`config.mk`:
```
export PLATFORM = sky130hd
export DESIGN_NAME = rgen_register_access_arbiter
export DESIGN_NICKNAME = d
export VERILOG_FILES = /design/src/rtl/rgen_pkg.sv /design/src/rtl/rgen_round_robin_arbiter.sv /design/src/rtl/rgen_register_access_arbiter.sv
export SDC_FILE = /design/constraint.sdc
export NUM_CORES = 1
export LEC_CHECK = 0
export CAP_MARGIN = 20
export CORE_AREA = 5 5 122 124
export CTS_BUF_LIST = sky130_fd_sc_hd__clkbuf_8
export CTS_CLUSTER_SIZE = 12
export DETAILED_ROUTE_END_ITERATION = 6
export DIE_AREA = 0 0 127 129
export PLACE_DENSITY = 0.74
export SLEW_MARGIN = 20
export SYNTH_ARGS = -nofsm -noshare
export SYNTH_HDL_FRONTEND = slang
export SYNTH_SLANG_ARGS = --single-unit
export TNS_END_PERCENT = 50
```
`constraint.sdc`:
```
create_clock -name i_clk -period 2.34 [get_ports i_clk]
set_input_delay 0.468 -clock i_clk [delete_from_list [all_inputs] [get_ports i_clk]]
set_output_delay 0.468 -clock i_clk [all_outputs]
set_load 0.02 [all_outputs]
```
`src/rtl/rgen_pkg.sv`:
```
// Shared types and constants for the register access arbiter.
// Latency: n/a (declarations only).
// Backpressure: n/a (declarations only).
package rgen_pkg;

    // Access FSM state encoding
    typedef logic [1:0] state_t;

    localparam state_t ST_IDLE    = 2'd0;
    localparam state_t ST_ACCESS  = 2'd1;
    localparam state_t ST_RESPOND = 2'd2;

    // Response status carried on o_host_error
    localparam logic RESP_OK  = 1'b0;
    localparam logic RESP_ERR = 1'b1;

endpackage

```
`src/rtl/rgen_round_robin_arbiter.sv`:
```
// Round-robin requester picker; search starts just after the last granted requester.
// Latency: o_grant is combinational from i_request and the registered pointer.
// Backpressure: pointer only advances when i_grant_enable is high and a grant is issued.
module rgen_round_robin_arbiter #(
    parameter int REQUESTERS = 2
) (
    input  logic                  i_clk,
    input  logic                  i_rst_n,
    input  logic [REQUESTERS-1:0] i_request,
    input  logic                  i_grant_enable,
    output logic [REQUESTERS-1:0] o_grant
);

    localparam int PTR_W = (REQUESTERS > 1) ? $clog2(REQUESTERS) : 1;
    // Reset points at the last requester so requester 0 is searched first
    localparam logic [PTR_W-1:0] PTR_RESET = PTR_W'(REQUESTERS - 1);

    logic [PTR_W-1:0] last_q;
    logic [PTR_W-1:0] grant_idx;
    logic             grant_found;

    // First pass looks above the pointer, second pass wraps around to the bottom
    always_comb begin
        o_grant     = '0;
        grant_idx   = last_q;
        grant_found = 1'b0;
        for (int j = 0; j < REQUESTERS; j++) begin
            if (!grant_found && (j > int'(last_q)) && i_request[j]) begin
                o_grant[j]  = 1'b1;
                grant_idx   = PTR_W'(j);
                grant_found = 1'b1;
            end
        end
        for (int j = 0; j < REQUESTERS; j++) begin
            if (!grant_found && (j <= int'(last_q)) && i_request[j]) begin
                o_grant[j]  = 1'b1;
                grant_idx   = PTR_W'(j);
                grant_found = 1'b1;
            end
        end
    end

    // Remember the winner so it gets lowest priority next time
    always_ff @(posedge i_clk or negedge i_rst_n) begin
        if (!i_rst_n) begin
            last_q <= PTR_RESET;
        end else if (i_grant_enable && grant_found) begin
            last_q <= grant_idx;
        end
    end

endmodule

```
`src/rtl/rgen_register_access_arbiter.sv`:
```
// Shares one register bank between HOSTS requesters: grant, strobe decoders, return status/data.
// Latency: strobe one cycle after the request is seen in IDLE, done the cycle after; 3 cycles/access.
// Backpressure: requesters hold i_host_request until their done pulse; losers wait in round-robin order.
module rgen_register_access_arbiter
    import rgen_pkg::*;
#(
    parameter int HOSTS         = 2,
    parameter int REGISTERS     = 4,
    parameter int ADDRESS_WIDTH = 16,
    parameter int DATA_WIDTH    = 32
) (
    input  logic                            i_clk,
    input  logic                            i_rst_n,
    input  logic [HOSTS-1:0]                i_host_request,
    input  logic [HOSTS-1:0]                i_host_write,
    input  logic [HOSTS*ADDRESS_WIDTH-1:0]  i_host_address,
    input  logic [HOSTS*DATA_WIDTH-1:0]     i_host_write_data,
    output logic [HOSTS-1:0]                o_host_done,
    output logic                            o_host_error,
    output logic [DATA_WIDTH-1:0]           o_host_read_data,
    output logic [ADDRESS_WIDTH-1:0]        o_address,
    output logic                            o_read,
    output logic                            o_write,
    output logic [DATA_WIDTH-1:0]           o_write_data,
    input  logic [REGISTERS-1:0]            i_select,
    input  logic [REGISTERS*DATA_WIDTH-1:0] i_read_data
);

    state_t                   state_q;
    logic [HOSTS-1:0]         grant;
    logic [HOSTS-1:0]         grant_q;
    logic                     grant_enable;
    logic                     write_q;
    logic                     grant_write;
    logic [ADDRESS_WIDTH-1:0] grant_address;
    logic [DATA_WIDTH-1:0]    grant_write_data;
    logic                     select_hit;
    logic [DATA_WIDTH-1:0]    mux_data;
    logic                     resp_error;
    logic [DATA_WIDTH-1:0]    resp_data;

    // Grants are only taken while the bank is free
    assign grant_enable = (state_q == ST_IDLE);

    rgen_round_robin_arbiter #(
        .REQUESTERS (HOSTS)
    ) u_arbiter (
        .i_clk          (i_clk),
        .i_rst_n        (i_rst_n),
        .i_request      (i_host_request),
        .i_grant_enable (grant_enable),
        .o_grant        (grant)
    );

    // Pick the granted host's command fields (grant is one-hot)
    always_comb begin
        grant_write      = 1'b0;
        grant_address    = '0;
        grant_write_data = '0;
        for (int h = 0; h < HOSTS; h++) begin
            if (grant[h]) begin
                grant_write      = i_host_write[h];
                grant_address    = i_host_address[h*ADDRESS_WIDTH +: ADDRESS_WIDTH];
                grant_write_data = i_host_write_data[h*DATA_WIDTH +: DATA_WIDTH];
            end
        end
    end

    // OR-mux of every selected slice; only trusted when exactly one select is set
    always_comb begin
        mux_data = '0;
        for (int r = 0; r < REGISTERS; r++) begin
            if (i_select[r]) begin
                mux_data = mux_data | i_read_data[r*DATA_WIDTH +: DATA_WIDTH];
            end
        end
    end

    // No hit or multiple hits are both errors; writes never return data
    assign select_hit = $onehot(i_select);
    assign resp_error = select_hit ? RESP_OK : RESP_ERR;
    assign resp_data  = (select_hit && !write_q) ? mux_data : '0;

    // Access sequencer: latch command in IDLE, strobe in ACCESS, pulse done in RESPOND
    always_ff @(posedge i_clk or negedge i_rst_n) begin
        if (!i_rst_n) begin
            state_q          <= ST_IDLE;
            grant_q          <= '0;
            write_q          <= 1'b0;
            o_address        <= '0;
            o_write_data     <= '0;
            o_read           <= 1'b0;
            o_write          <= 1'b0;
            o_host_done      <= '0;
            o_host_error     <= 1'b0;
            o_host_read_data <= '0;
        end else begin
            o_read           <= 1'b0;
            o_write          <= 1'b0;
            o_host_done      <= '0;
            o_host_error     <= 1'b0;
            o_host_read_data <= '0;
            case (state_q)
                ST_IDLE: begin
                    if (|i_host_request) begin
                        grant_q      <= grant;
                        write_q      <= grant_write;
                        o_address    <= grant_address;
                        o_write_data <= grant_write_data;
                        o_read       <= !grant_write;
                        o_write      <= grant_write;
                        state_q      <= ST_ACCESS;
                    end
                end
                ST_ACCESS: begin
                    o_host_done      <= grant_q;
                    o_host_error     <= resp_error;
                    o_host_read_data <= resp_data;
                    state_q          <= ST_RESPOND;
                end
                ST_RESPOND: begin
                    state_q <= ST_IDLE;
                end
                default: begin
                    state_q <= ST_IDLE;
                end
            endcase
        end
    end

endmodule

```
# After elaboration in Yosys (flattened, before gate mapping)
# Index checks and enable logic that the tools add are counted.
[op_classes] n_addsub=3 order_cmp=2 n_eq_ne=3 muxes=29 bitwise_logic=3 n_reduce_logical=15
[ops] cell="$mux W32" count=8
[ops] cell="$or A32 B32 Y32" count=3
[ops] cell="$mux W16" count=2
[ops] cell="$mux W1" count=16
[ops] cell="$logic_and A1 B1 Y1" count=6
[ops] cell="$add A1 B1 Y2" count=2
[ops] cell="$logic_not A1 Y1" count=4
[ops] cell="$mux W2" count=2
[ops] cell="$pmux W2 S2" count=1
[ops] cell="$reduce_and A2 Y1" count=2
[ops] cell="$add A2 B2 Y3" count=1
[ops] cell="$eq A3 B1 Y1 const B" count=1
[ops] cell="$reduce_bool A3 Y1" count=1
[ops] cell="$eq A2 B1 Y1 const B" count=1
[ops] cell="$logic_not A2 Y1" count=1
[ops] cell="$ne A2 B2 Y1 const B" count=1
[ops] cell="$reduce_or A2 Y1" count=1
[ops] cell="$gt A1 B1 Y1 const A" count=1
[ops] cell="$le A1 B1 Y1 const A" count=1
[word_totals] regBits=91 out_inout_bits=85 word_cells=66

# Logic depth before layout (Yosys ltp)
# Gate-level depths: netlist (run 1).
[logic_depth] word_depth=14 mapped_depth=11

# Modules after synthesis
# From an unflattened synthesis (run 1), not the netlist that was laid out.
[unflattened] hier_cells=349 hier_area_um2=4381.7
[modules_own_cells] module="rgen_register_access_arbiter" instances=1 cells_each=343 area_per_inst_um2=4325.4 seq_area_each_um2=2252.2
[modules_own_cells] module="rgen_round_robin_arbiter" instances=1 cells_each=6 area_per_inst_um2=56.3 seq_area_each_um2=26.3

# Worst setup path before layout (run 1)
# OpenSTA, ideal clock, no wires.
[synth_path] path_type="input -> register" startpoint="input i_select[0]" endpoint="register o_host_read_data[10]" setup_ns=0.078 t_arrival_ns=2.658 required_ns=2.262 path_slack_ns=-0.396 cell_stages=11 path_buffers=3 cell_sequence="clkbuf_1 > clkbuf_1 > inv_1 > fa_1 > inv_1 > ha_1 > ha_1 > nor2_1 > nand4b_1 > clkbuf_1 > a21oi_1"
[synth_via] elab_chain_len=9
[synth_lines] item="start: declaration" line="rgen_register_access_arbiter.sv:25" source="input logic [REGISTERS-1:0] i_select,"
[synth_lines] item="$mux W32" line="rgen_register_access_arbiter.sv:73" source="if (i_select[r]) begin"
[synth_lines] item="$or A32 B32 Y32" line="rgen_register_access_arbiter.sv:74" source="mux_data = mux_data | i_read_data[r*DATA_WIDTH +: DATA_WIDTH];"
[synth_lines] item="$mux W32" line="rgen_register_access_arbiter.sv:73"
[synth_lines] item="$or A32 B32 Y32" line="rgen_register_access_arbiter.sv:74"
[synth_lines] item="$mux W32" line="rgen_register_access_arbiter.sv:73"
[synth_lines] item="$or A32 B32 Y32" line="rgen_register_access_arbiter.sv:74"
[synth_lines] item="$mux W32" line="rgen_register_access_arbiter.sv:73"
[synth_lines] item="$mux W32 (*)" line="rgen_register_access_arbiter.sv:82" source="assign resp_data = (select_hit && !write_q) ? mux_data : '0;"
[synth_lines] item="$mux W32 (*)" line="rgen_register_access_arbiter.sv:103" source="case (state_q)"
[synth_lines] item="end signal: assignment" line="rgen_register_access_arbiter.sv:118" source="o_host_read_data <= resp_data;"
[synth_lines] item="end: declaration" line="rgen_register_access_arbiter.sv:20" source="output logic [DATA_WIDTH-1:0] o_host_read_data,"
# Every way passes the cells marked *; elsewhere a longest branch is shown, timed or not.
# A chain may end at the register's enable or synchronous reset.

# Final worst setup path (run 1)
[layout_path] startpoint="input i_select[0]" endpoint="register o_host_read_data[27]"
# The elaborated chain is that of the path after synthesis.

==> reports/summary.txt, run 1 <==
Outcome: complete, no violations
Die ar.: 0.0164 mm²
Vias per inst: 5.31
Max-cap violations: 0
CTS tree: built
Hold Path Class: input port to asynchronous set/reset pin
Number of I/O pins: 319
RSZ-0062 raised after global routing: no
Total nets after synthesis: 613
Final non-filler cell total: 864
Max clock buf depth: 2
Pre-CTS setup slack: -0.393 ns
Post-layout power: 7.21 mW
Post-layout minimum cycle time: 2.07 ns
First-pass GRT wire length: 26000 µm
Final hold vios: 0
IO buf count: 318
Antenna violations before repair: 0
Synth Register Bits: 91
Worst Path Required: 2.63 ns
Compound-gate portion of the synthesized area: 32.6%
Synth Area in Simple Gates: 6.20%
Dpl hpwl: 13100 µm
CTS Hold Bufs: 0
GP Congestion: 0.890
EDFF count, synth: 0
Mux share of post-synthesis cell area: 0%
Htree depth: 3
Placed inst area: 0.00762 mm²
Sequential fraction of the synthesis area: 54.8%
Synth Area per Inst: 11.1 µm²
Synth Area in XOR/XNOR: 0%
Worst-Skew Late Latency: 0.37 ns
Most common cell after layout, fill and taps aside: clkdlybuf4s50_1
Final WL: 17400 µm
Synth Area in Adders: 1.08%
Finished Cell Area: 0.00789 mm²
Die extent in x: 127 µm
CTS Root Buffer Type: clkbuf_8
CTS clk-pin slew, worst paths: 0.09 ns
Yosys cell types: 27
Setup CP Type: input port to flop
Largest net degree at the start of global routing: 92
Fin. max-slew vios: 0
Antenna Cells: 0
# rows: 43
Netlist area before placement: 0.00416 mm²
Core Area: 0.0137 mm²
Maximum clock rate: 0.484 GHz
Top_reg_cell synth: dfrtp_1
DRT Pass-1 Iters: 4
DRC viols: 0
Overall global routing resource usage: 20.1%
Area growth from synthesis to layout: 89.7%
Drt wl/cell: 20.2 µm
Slew @ Worst Pin: 0.503 ns
Initial detailed-routing violation count: 270
Final Core Density: 57.7%
Cell leakage power: 3.32 nW
Period utilization: 88.3%
CP max FO: 6
CTS Buf Count: 9
Most frequent cells in the layout: clkdlybuf4s50_1 (314), dfrtp_1 (90), a22oi_1 (64)
Power per cell area: 913 mW/mm²
Setup Viol. Count Final: 0
WHS: 0.106 ns
Setup TNS: 0 ns
Async SR Flop Fraction: 100%
Die Ht: 129 µm
Worst EP arrival: 2.36 ns
Ratio of cells with drive above 1 in the final layout: 8.92%
Largest family of logic cells by synthesized area: compound AO/OA/AOI/OAI gates
Clock Sinks: 91
Peak supply drop: 0.545 mV
Fin nets: 917
CP Launch Type: input port
Placed Cells: 846
Overflow left after global routing: 0
CP Capture Type: flop
Max-slew headroom: 66.5%
Overall via count from detail_route: 4585
Synth Instances: 376
Setup slack after layout: 0.273 ns
Ys Warns: 0
Vias in the first global route: 4857
Initial cell density of the core: 30.4%
Skew final: 0.00844 ns
Post-route ant nets: 0
==> report_power, final <==
group,internal (mW),switching (mW)
Sequential,2.12,0.300
Clock,0.591,0.562
Combinational,1.81,1.82
==> metal layers <==
metal | vias up | track usage, % | wire (µm)
li1 | 2089 | - | -
met1 | 2247 | 22.3 | 6320
met2 | 209 | 36.8 | 9380
met3 | 40 | 5.11 | 1260
met4 | 0 | 8.08 | 480
met5 | - | 0 | 0
==> area by class of cell <==
type | count | area [µm²]
fillers | 1172 | 5770
multi-input cells | 236 | 1760
inverters | 6 | 22.5
clock inverters | 6 | 82.6
repair buffers | 336 | 3400
well taps | 180 | 225
clock buffers | 9 | 124
flip-flops and latches | 91 | 2280
==> sequential cells by signal, summed over array words and instances (netlist names) <==
register          cells
state_q               2
o_address            16
o_write               1
grant_q               2
o_write_data         32
u_arbiter.last_q      1
o_host_done           2
o_host_error          1
o_read                1
write_q               1
o_host_read_data     32
==> timing repair <==
action / CTS / global route
setup endpoints to repair: 0 / 27
resized for setup: 0 / 7
setup buffers: 0 / 1
==> synth_stat cells, types with 2 or more instances <==
cell type	instances	share of area [%]
a221o_1	28	6.7
and2_1	3	0.45
nor2_1	3	0.27
ha_1	2	0.60
buf_2	11	1.3
a22oi_1	64	12
a32oi_1	21	4.4
buf_6	3	0.81
inv_2	3	0.27
clkbuf_1	28	2.5
a21oi_1	75	9.0
and3_1	29	4.4
dfrtp_1	90	54
inv_1	3	0.27
==> worst paths after layout <==
path,start,end,slack (ns),depth (start not counted)
setup reg to reg,state_q[0]$_DFFE_PN0P_,o_write_data[3]$_DFFE_PN0P_,0.77,5
setup / recovery,i_select[0],o_host_read_data[27]$_DFF_PN0_,0.27,11
min in group i_clk,grant_q[0]$_DFFE_PN0P_,grant_q[0]$_DFFE_PN0P_,0.47,1
hold reg to reg,grant_q[0]$_DFFE_PN0P_,grant_q[0]$_DFFE_PN0P_,0.47,1
max in group asynchronous,i_rst_n,o_write_data[27]$_DFFE_PN0P_,1.81,2
hold / removal,i_rst_n,o_write_data[12]$_DFFE_PN0P_,0.11,2
==> critical path: stages <==
cell            delay, ns
dlymetal6s2s_1       0.12
inv_2                0.05
fa_1                 0.54
inv_1                0.05
ha_2                 0.18
ha_4                 0.22
nor2_4               0.08
nand4b_1             0.20
buf_6                0.20
clkbuf_16            0.16
a21oi_1              0.11
==> logic make-up (layout without fill, tap and decap cells) <==
logic type,count (synthesis),count (layout)
fa+ha+maj,3,3
flops,91,91
simple gates,41,41
compound gates,192,192
buf+inv,49,357
(Power assumes the default switching activity.)
==> run 2, diff against run 1 <==
--- a/config.mk
+++ b/config.mk
@@ -11,6 +11,7 @@
 export CTS_CLUSTER_SIZE = 12
 export DETAILED_ROUTE_END_ITERATION = 6
 export DIE_AREA = 0 0 127 129
+export MAX_ROUTING_LAYER = met4
 export PLACE_DENSITY = 0.74
 export SLEW_MARGIN = 20
 export SYNTH_ARGS = -nofsm -noshare
==> run 2 against run 1 <==
Utilization did not move; clock power is essentially flat; non-clock buffer count unchanged; clock-buffer cell count stayed put; combinational power is essentially flat; cell count did not move; fmax shrank 0.17%; power about the same; sequential share of layout area stayed put; design area stayed put; setup slack worse by 0.0035 ns; die area did not move.
==> reports/summary.txt, run 2 (synthesis gave the netlist of run 1 again) <==
Outcome: complete, no violations
Worst Path Required: 2.64 ns
IO buf count: 318
Max-cap violations: 0
Initial detailed-routing violation count: 285
Die ar.: 0.0164 mm²
R2R depth: 5
CTS tree: built
RSZ-0062 raised after global routing: no
Post-layout power: 7.21 mW
Slew @ Worst Pin: 0.488 ns
Finished Cell Area: 0.00789 mm²
CTS Hold Bufs: 0
DRT Pass-1 Iters: 6
Vias per inst: 5.30
Worst path cell trace: dlymetal6s2s_1 > inv_2 > fa_1 > inv_1 > ha_2 > ha_4 > nor2_4 > nand4b_1 > buf_6 > clkbuf_16 > a21oi_1
Final non-filler cell total: 864
Cell leakage power: 3.32 nW
Fin. max-slew vios: 0
Die extent in x: 127 µm
Most frequent cells in the layout: clkdlybuf4s50_1 (314), dfrtp_1 (90), a22oi_1 (64)
Antenna Cells: 0
CP Capture Type: flop
Final WL: 17500 µm
Overflow left after global routing: 0
Fin nets: 917
Initial cell density of the core: 30.4%
Area growth from synthesis to layout: 89.7%
Slowest stage delay, CP: 0.54 ns
Post-layout minimum cycle time: 2.07 ns
Power per cell area: 914 mW/mm²
Hold Path Class: input port to asynchronous set/reset pin
Register area: 0.00228 mm²
DRC viols: 0
Antenna violations before repair: 0
Reg-to-Reg End: o_write_data[3]$_DFFE_PN0P_
Post-route ant nets: 0
Critical path's slowest cell: fa_1
Worst-Skew Late Latency: 0.37 ns
CTS clk-pin slew, worst paths: 0.09 ns
Htree depth: 3
Period utilization: 88.5%
Dpl hpwl: 13100 µm
Overall via count from detail_route: 4583
GP Congestion: 0.905
Final hold vios: 0
# rows: 43
Largest regs: o_host_read_data x32, o_write_data x32, o_address x16
Core Area: 0.0137 mm²
Largest net degree at the start of global routing: 92
Skew final: 0.00944 ns
Peak supply drop: 0.544 mV
Setup CP Type: input port to flop
Overall global routing resource usage: 20.7%
Vias in the first global route: 4867
Ratio of cells with drive above 1 in the final layout: 8.92%
Clock Sinks: 91
Reg2reg start: state_q[0]$_DFFE_PN0P_
Fill cells: 1172
Setup Viol. Count Final: 0
Placed Cells: 846
Reg2Reg Setup Slack: 0.77 ns
Placed inst area: 0.00762 mm²
CTS Buf Count: 9
CP max FO: 6
Max-slew headroom: 67.5%
Drt wl/cell: 20.3 µm
CTS Root Buffer Type: clkbuf_8
Area of the multi-input gates: 0.00176 mm²
Most common cell after layout, fill and taps aside: clkdlybuf4s50_1
Die Ht: 129 µm
First-pass GRT wire length: 26000 µm
CP Launch Type: input port
Maximum clock rate: 0.483 GHz
Max clock buf depth: 2
Worst EP arrival: 2.37 ns
Number of I/O pins: 319
==> run 2: cell type report <==
cell class                 count  area share, %
tap                          180           2.85
clock inverter                 6           1.05
inverter                       6          0.285
sequential                    91           28.9
timing repair buffer         336           43.1
clock buffer                   9           1.57
multi-input combinational    236           22.3
==> run 2: worst max path at each step <==
stage	slack, ns	from	cells past startpoint	end
2_1_floorplan	-0.04	i_select[0]	11	o_host_read_data[10]$_DFF_PN0_
3_3_place_gp	-0.33	i_select[0]	10	o_host_read_data[28]$_DFF_PN0_
3_5_place_dp	-0.39	i_select[0]	10	o_host_read_data[17]$_DFF_PN0_
4_1_cts	0.01	i_select[0]	10	o_host_read_data[17]$_DFF_PN0_
5_1_grt	0.22	i_select[0]	11	o_host_read_data[11]$_DFF_PN0_
6_report	0.27	i_select[0]	11	o_host_read_data[27]$_DFF_PN0_
==> run 2: stage by stage <==
step           setup WS (ns)  hold slack (ns)  setup TNS (ns)  util, %
2_1_floorplan        -0.0360            0.172          -0.979        -
3_3_place_gp          -0.326            0.450           -9.98     55.7
3_5_place_dp          -0.393            0.457          -11.17     55.7
4_1_cts               0.0119            0.130               0     57.3
5_1_grt                0.217            0.162               0     57.7
6_report               0.269            0.126               0     57.7
==> run 2: worst max-delay path, delay by kind of cell <==
kind	cells	cell delay, ns
buffers and inverters	5	0.58
AO/OA/AOI/OAI	1	0.11
adder cells (fa/ha/maj)	3	0.94
AND/OR/NAND/NOR	2	0.28
==> run 2: where the power goes <==
group / total [mW] / switching [mW] / internal, mW
Combinational: 3.63 / 1.83 / 1.81
Clock: 1.15 / 0.563 / 0.591
Sequential: 2.42 / 0.301 / 2.12
==> run 2: timing repair <==
item,CTS,global route
resized for setup,0,7
buffers inserted,0,1
hold endpoints to repair,0,0
endpoints found under the setup margin,0,27
==> run 2: routing by layer <==
| layer | vias up | track usage, % | wire length, µm |
|---|---|---|---|
| met5 | - | - | 0 |
| met4 | 0 | 8.08 | 459 |
| met3 | 38 | 4.73 | 1210 |
| met2 | 200 | 36.8 | 9390 |
| met1 | 2256 | 22.6 | 6440 |
| li1 | 2089 | - | - |
